[src/rtl/pipe_ctrl_pkg.sv]
// Shared opcode map, FSM encodings, control bundle and opcode-class helpers for pipe_ctrl.
package pipe_ctrl_pkg;

    localparam int CTRL_W = 4;
    localparam int REG_W  = 5;

    localparam logic [CTRL_W-1:0] OP_NOP = 4'd0,  OP_LW  = 4'd1,  OP_SW  = 4'd2,
                                  OP_ADD = 4'd3,  OP_SUB = 4'd4,  OP_MUL = 4'd5,
                                  OP_DIV = 4'd6,  OP_AND = 4'd7,  OP_OR  = 4'd8,
                                  OP_NOT = 4'd9,  OP_CMP = 4'd10, OP_JPC = 4'd11,
                                  OP_RET = 4'd12;

    typedef enum logic [2:0] {
        ST_RUN      = 3'd0,
        ST_MULDIV   = 3'd1,
        ST_MEM_WAIT = 3'd2,
        ST_FLUSH    = 3'd3
    } state_t;

    typedef struct packed {
        logic stall_if;
        logic stall_id;
        logic stall_ex;
        logic bubble_ex;
        logic bubble_mem;
        logic flush;
    } ctrl_t;

    function automatic logic is_writer(input logic [CTRL_W-1:0] op);
        case (op)
            OP_LW, OP_ADD, OP_SUB, OP_MUL, OP_DIV, OP_AND, OP_OR, OP_NOT: return 1'b1;
            default: return 1'b0;
        endcase
    endfunction

    function automatic logic reads_a(input logic [CTRL_W-1:0] op);
        case (op)
            OP_JPC, OP_RET, OP_NOP: return 1'b0;
            default: return 1'b1;
        endcase
    endfunction

    function automatic logic reads_b(input logic [CTRL_W-1:0] op);
        case (op)
            OP_SW, OP_ADD, OP_SUB, OP_MUL, OP_DIV, OP_AND, OP_OR, OP_CMP: return 1'b1;
            default: return 1'b0;
        endcase
    endfunction

    function automatic int wd_width(input int max_wait);
        return (max_wait < 1) ? 1 : $clog2(max_wait + 1);
    endfunction

endpackage

[src/rtl/pipe_ctrl_hazard_detect.sv]
// hazard_detect: compares the ID source registers with the EX destination (pure combinational).
module hazard_detect
    import pipe_ctrl_pkg::*;
#(
    parameter int CTRL_WIDTH     = CTRL_W,
    parameter int REG_ADDR_WIDTH = REG_W
) (
    input  logic                      id_valid,
    input  logic [CTRL_WIDTH-1:0]     id_ctrl,
    input  logic [REG_ADDR_WIDTH-1:0] id_A_addr,
    input  logic [REG_ADDR_WIDTH-1:0] id_B_addr,
    input  logic [CTRL_WIDTH-1:0]     ex_ctrl,
    input  logic [REG_ADDR_WIDTH-1:0] ex_reg_addr,
    output logic                      hz_a,
    output logic                      hz_b,
    output logic                      ex_is_load
);

    logic [CTRL_W-1:0] id_op, ex_op;
    logic              ex_wr;

    assign id_op      = CTRL_W'(id_ctrl);
    assign ex_op      = CTRL_W'(ex_ctrl);
    assign ex_wr      = id_valid && is_writer(ex_op);
    // register 0 is an ordinary register, so no zero-address exclusion
    assign hz_a       = ex_wr && reads_a(id_op) && (id_A_addr == ex_reg_addr);
    assign hz_b       = ex_wr && reads_b(id_op) && (id_B_addr == ex_reg_addr);
    assign ex_is_load = (ex_op == OP_LW);

endmodule

[src/rtl/pipe_ctrl.sv]
// pipe_ctrl: stall/bubble/flush/forward control for the 4-stage core.
// Optional operand forwarding is enabled by defining PIPE_CTRL_FWD_EN.
module pipe_ctrl
    import pipe_ctrl_pkg::*;
#(
    parameter int CTRL_WIDTH     = CTRL_W,
    parameter int REG_ADDR_WIDTH = REG_W,
    parameter int FLUSH_CYC      = 1,
    parameter int MAX_WAIT       = 255
) (
    input  logic                      clk_in,
    input  logic                      RST,
    input  logic                      id_valid,
    input  logic [CTRL_WIDTH-1:0]     id_ctrl,
    input  logic [REG_ADDR_WIDTH-1:0] id_A_addr,
    input  logic [REG_ADDR_WIDTH-1:0] id_B_addr,
    input  logic [CTRL_WIDTH-1:0]     ex_ctrl,
    input  logic [REG_ADDR_WIDTH-1:0] ex_reg_addr,
    input  logic [CTRL_WIDTH-1:0]     mem_ctrl,
    input  logic                      ex_done,
    input  logic                      pc_chg,
    input  logic                      mem_ack,
    output logic                      stall_if,
    output logic                      stall_id,
    output logic                      stall_ex,
    output logic                      bubble_ex,
    output logic                      bubble_mem,
    output logic                      flush,
    output logic                      fwd_a,
    output logic                      fwd_b,
    output logic                      err,
    output logic [2:0]                state
);

    localparam int WCW = wd_width(MAX_WAIT);
`ifdef PIPE_CTRL_FWD_EN
    localparam bit FWD_EN = 1'b1;
`else
    localparam bit FWD_EN = 1'b0;
`endif

    state_t         st, st_nxt;
    logic [WCW-1:0] wait_cnt, cnt_nxt;
    logic [1:0]     flush_cnt, fcnt_nxt;
    logic           err_set, run_eval, mask_wait;
    logic           hz_a, hz_b, ex_is_load, hz_stall, mem_wait, md_wait;
    logic [CTRL_W-1:0] ex_op, mem_op;
    ctrl_t          ctl, ctl_o;

    hazard_detect #(.CTRL_WIDTH(CTRL_WIDTH), .REG_ADDR_WIDTH(REG_ADDR_WIDTH)) u_hz (
        .id_valid    (id_valid),
        .id_ctrl     (id_ctrl),
        .id_A_addr   (id_A_addr),
        .id_B_addr   (id_B_addr),
        .ex_ctrl     (ex_ctrl),
        .ex_reg_addr (ex_reg_addr),
        .hz_a        (hz_a),
        .hz_b        (hz_b),
        .ex_is_load  (ex_is_load)
    );

    assign ex_op    = CTRL_W'(ex_ctrl);
    assign mem_op   = CTRL_W'(mem_ctrl);
    assign mem_wait = ((mem_op == OP_LW) || (mem_op == OP_SW)) && !mem_ack;
    assign md_wait  = ((ex_op == OP_MUL) || (ex_op == OP_DIV)) && !ex_done;
    assign hz_stall = (hz_a || hz_b) && (ex_is_load || !FWD_EN);

    always_comb begin
        ctl       = '0;
        st_nxt    = st;
        cnt_nxt   = wait_cnt;
        fcnt_nxt  = flush_cnt;
        err_set   = 1'b0;
        run_eval  = 1'b0;
        mask_wait = 1'b0;
        case (st)
            ST_RUN: run_eval = 1'b1;
            ST_MEM_WAIT: begin
                if (mem_ack) begin
                    run_eval = 1'b1;
                end else if (wait_cnt == WCW'(MAX_WAIT)) begin
                    run_eval  = 1'b1;
                    mask_wait = 1'b1;
                    err_set   = 1'b1;
                end else begin
                    ctl.stall_if = 1'b1;
                    ctl.stall_id = 1'b1;
                    ctl.stall_ex = 1'b1;
                    cnt_nxt      = wait_cnt + WCW'(1);
                end
            end
            ST_MULDIV: begin
                if (ex_done) begin
                    run_eval = 1'b1;
                end else if (wait_cnt == WCW'(MAX_WAIT)) begin
                    run_eval  = 1'b1;
                    mask_wait = 1'b1;
                    err_set   = 1'b1;
                end else begin
                    ctl.stall_if   = 1'b1;
                    ctl.stall_id   = 1'b1;
                    ctl.stall_ex   = 1'b1;
                    ctl.bubble_mem = 1'b1;
                    cnt_nxt        = wait_cnt + WCW'(1);
                end
            end
            ST_FLUSH: begin
                ctl.flush = 1'b1;
                fcnt_nxt  = flush_cnt - 2'd1;
                if (flush_cnt == 2'd1) st_nxt = ST_RUN;
            end
            default: st_nxt = ST_RUN;
        endcase

        // a released wait re-evaluates the RUN priorities in the same cycle,
        // which is how a held pc_chg flushes on the mem_ack cycle
        if (run_eval) begin
            st_nxt  = ST_RUN;
            cnt_nxt = '0;
            if (!mask_wait && mem_wait) begin
                ctl.stall_if = 1'b1;
                ctl.stall_id = 1'b1;
                ctl.stall_ex = 1'b1;
                st_nxt       = ST_MEM_WAIT;
                cnt_nxt      = WCW'(1);
            end else if (!mask_wait && md_wait) begin
                ctl.stall_if   = 1'b1;
                ctl.stall_id   = 1'b1;
                ctl.stall_ex   = 1'b1;
                ctl.bubble_mem = 1'b1;
                st_nxt         = ST_MULDIV;
                cnt_nxt        = WCW'(1);
            end else if (pc_chg) begin
                ctl.flush = 1'b1;
                if (FLUSH_CYC > 1) begin
                    st_nxt   = ST_FLUSH;
                    fcnt_nxt = 2'(FLUSH_CYC - 1);
                end
            end else if (hz_stall) begin
                ctl.stall_if  = 1'b1;
                ctl.stall_id  = 1'b1;
                ctl.bubble_ex = 1'b1;
            end
        end
    end

    // reset releases every control line immediately, not at the next edge
    assign ctl_o      = RST ? '0 : ctl;
    assign stall_if   = ctl_o.stall_if;
    assign stall_id   = ctl_o.stall_id;
    assign stall_ex   = ctl_o.stall_ex;
    assign bubble_ex  = ctl_o.bubble_ex;
    assign bubble_mem = ctl_o.bubble_mem;
    assign flush      = ctl_o.flush;
    assign state      = st;

    always_ff @(posedge clk_in or posedge RST) begin
        if (RST) begin
            st        <= ST_RUN;
            wait_cnt  <= '0;
            flush_cnt <= '0;
            err       <= 1'b0;
        end else begin
            st        <= st_nxt;
            wait_cnt  <= cnt_nxt;
            flush_cnt <= fcnt_nxt;
            err       <= err | err_set;
        end
    end

`ifdef PIPE_CTRL_FWD_EN
    always_ff @(posedge clk_in or posedge RST) begin
        if (RST) begin
            fwd_a <= 1'b0;
            fwd_b <= 1'b0;
        end else if (ctl_o.flush || ctl_o.bubble_ex) begin
            fwd_a <= 1'b0;
            fwd_b <= 1'b0;
        end else if (!ctl_o.stall_ex) begin
            fwd_a <= hz_a && !ex_is_load;
            fwd_b <= hz_b && !ex_is_load;
        end
    end
`else
    assign fwd_a = 1'b0;
    assign fwd_b = 1'b0;
`endif

endmodule
[config.mk]
export PLATFORM = sky130hd
export DESIGN_NAME = pipe_ctrl
export DESIGN_NICKNAME = d
export VERILOG_FILES = /design/src/rtl/pipe_ctrl_pkg.sv /design/src/rtl/pipe_ctrl_hazard_detect.sv /design/src/rtl/pipe_ctrl.sv
export SDC_FILE = /design/constraint.sdc
export NUM_CORES = 1
export LEC_CHECK = 0
export ABC_AREA = 1
export BUFFER_PORTS_ARGS = -buffer_cell sky130_fd_sc_hd__buf_2
export CELL_PAD_IN_SITES_DETAIL_PLACEMENT = 0
export CELL_PAD_IN_SITES_GLOBAL_PLACEMENT = 2
export CORE_MARGIN = 2
export CORE_UTILIZATION = 29
export CTS_BUF_LIST = sky130_fd_sc_hd__clkbuf_8
export CTS_CLUSTER_SIZE = 28
export DETAILED_ROUTE_END_ITERATION = 8
export PLACE_DENSITY = 0.87
export SETUP_SLACK_MARGIN = 0.2
export SLEW_MARGIN = 10
export SYNTH_ARGS = -nofsm -noshare
export SYNTH_HDL_FRONTEND = slang
export SYNTH_SLANG_ARGS = --single-unit
[constraint.sdc]
create_clock -name clk_in -period 4.72 [get_ports clk_in]
set_input_delay 0.236 -clock clk_in [delete_from_list [all_inputs] [get_ports clk_in]]
set_output_delay 0.236 -clock clk_in [all_outputs]
set_load 0.005 [all_outputs]
==> metrics.txt <==
status finished clean; CP Buf/Inv Count 2; Pwr per Cell Area 195 nW/µm²; die area 4630 µm²; Yosys warnings 0; setup ws final 2.58 ns; Starting Density 30.0%; Inst Count DP 255; cell area after synthesis 1190 µm²; Finished Layout Cells 259; GR Util All Layers 12.1%; Final HPWL DP 2230 µm; Core Region 3970 µm²; register area share after synthesis 27.3%; layout cells sized above 1 31.6%; num ports 45; HP Class in2async; initial antenna violation count 0; critical path's top delay family simple AND/OR/NAND/NOR gates; largest net degree at the start of global routing 15; global-route wire length before repair 4290 µm; Row Count 23; Die H 68.1 µm; H-tree depth 1; leakage power 0.875 nW; number of hold violations in the final report 0; WL met1 1260 µm; post-synth top area cell dfrtp_1; via count 1092; worst-path fanout max 5; Rel. slew slack 63.9%; post-route core utilization 37.3%; Setup TNS Final 0 ns; syn avg cell area 7.17 µm²; worst path required time 4.48 ns; cells along the critical path inv_1 > ha_1 > nand2_1 > nand2_1 > nand2_1 > nor2_4 > a21oi_1 > nand3_1 > nand2_1 > nand2_1 > nand2_1 > buf_2; Max-cap violations 0; drt initial violations 28; Remaining DRCs 0; clk sinks 13; vias in the first global route 967; maximum VDD drop 0.180 mV; # Post-CTS Setup Buffers 0; RSZ-0062 raised after global routing false; period utilization 45.4%; top achievable clock speed 0.467 GHz; Slowest-stage cell, CP dfrtp_1; total wire length 2570 µm; Post-DRT Antenna Nets 0; routed len/inst 9.90 µm; CTS tree yes; synth top area cells dfrtp_1 (27%), nand2_1 (12%), inv_1 (7.6%); CTS clk-pin slew, worst paths 0.06 ns; Overflow after GRT 0; CP endpoint kind primary output; WP data arrival 1.91 ns; clk_skew 0.00264 ns; Placer Congestion 0.723; final setup violation count 0; uppermost routed layer met4; final instance area 1480 µm²; Final nets 250; Layout area overhead 24.4%; clk_lat worst skew 0.24 ns; routed wl met2 1160 µm; Slew Viols, Final 0; Crit Path Class reg2out; top cell type's share of synthesized area 27.3%; worst-margin pin slew 0.542 ns; Distinct cells, synth 28; CTS Buf Count 3; Min Clock Period, post-route 2.14 ns; Port Buf Inserts 41; startpoint types flip-flop; pre-CTS worst setup slack 2.81 ns; Area after DPL 1440 µm²; CTS Buffer Depth 2; die width 68.1 µm; FF-to-FF setup slack 3.14 ns; vias per inst 4.22; clock root buffer clkbuf_8; Pre-antenna DRT Iters 4; Hold-fix buffers, CTS 0; Ant. Diodes 0; met3 WL 129 µm; Mapped Cells 166; cts repair resizes 0; crit-path max cell delay 0.40 ns; CP dominant cell by count nand2_1; flops & latches, synth 13
[Yosys cell counts (all sizes together)]
master   instances
nand3           13
o21bai           1
nor2            21
nor3b            1
xnor2            5
or2              2
nand4            1
dfrtp           13
xor2             9
conb             1
nand2           45
a21oi            3
a21o             1
o21ai            6
o2bb2ai          1
ha               7
buf              4
o311a            1
nor3             2
inv             28
o22ai            1
[placed cells by master, fill, tap and decap left out, drive strengths merged]
master and instances:
a21o 1, a21oi 3, buf 41, clkbuf 3, conb 3, dfrtp 13, ha 7, inv 29
nand2 45, nand3 13, nand4 1, nor2 21, nor3 2, nor3b 1, o21ai 6, o21bai 1
o22ai 1, o2bb2ai 1, o311a 1, or2 2, xnor2 5, xor2 9
[per-layer routing]
| layer | track usage, % | up-vias |
|---|---|---|
| li1 | - | 590 |
| met1 | 16.9 | 469 |
| met2 | 19.3 | 31 |
| met3 | 2.80 | 2 |
| met4 | 2.25 | 0 |
| met5 | 0 | - |
[final cells by class]
| type | count | area [µm²] |
|---|---|---|
| Clock buffer | 3 | 41.3 |
| Clock inverter | 1 | 3.75 |
| Fill cell | 437 | 2490 |
| Inverter | 28 | 108 |
| Multi-Input combinational cell | 123 | 734 |
| Sequential cell | 13 | 325 |
| Tap cell | 50 | 62.6 |
| Timing Repair Buffer | 41 | 205 |
[path summary, 6_finish.rpt]
kind	from	end	cells after the start
min in group clk_in	flush_cnt[0]	flush_cnt[0]	1
min reg2reg	flush_cnt[0]	flush_cnt[0]	1
max in group asynchronous	RST	err	2
max reg2reg	state[1]	wait_cnt[0]	11
min	RST	flush_cnt[0]	2
max	state[1]	stall_id	12
[registers in the layout, summed over array words and instances (netlist names)]
register / cells
state: 2
flush_cnt: 2
err: 1
wait_cnt: 8
[stage by stage]
stage	hold slack (ns)	power, mW
after CTS	0.110	0.293
after floorplan	0.121	0.168
after global placement	0.370	0.195
after detailed placement	0.368	0.195
after global routing	0.115	0.309
final	0.0684	0.288
[power by group]
part	switching (mW)	internal, mW
Sequential	0.00462	0.118
Combinational	0.0380	0.0313
Clock	0.0387	0.0574
Total	0.0813	0.207
[cells by family after synthesis]
family                   synth area share (%)
AO/OA/AOI/OAI                            7.26
XOR/XNOR                                 10.3
adder cells (fa/ha/maj)                  7.36
buffers and inverters                    11.6
flip-flops                               27.3
other                                   0.315
AND/OR/NAND/NOR                          35.9
(Power assumes the default switching activity.)
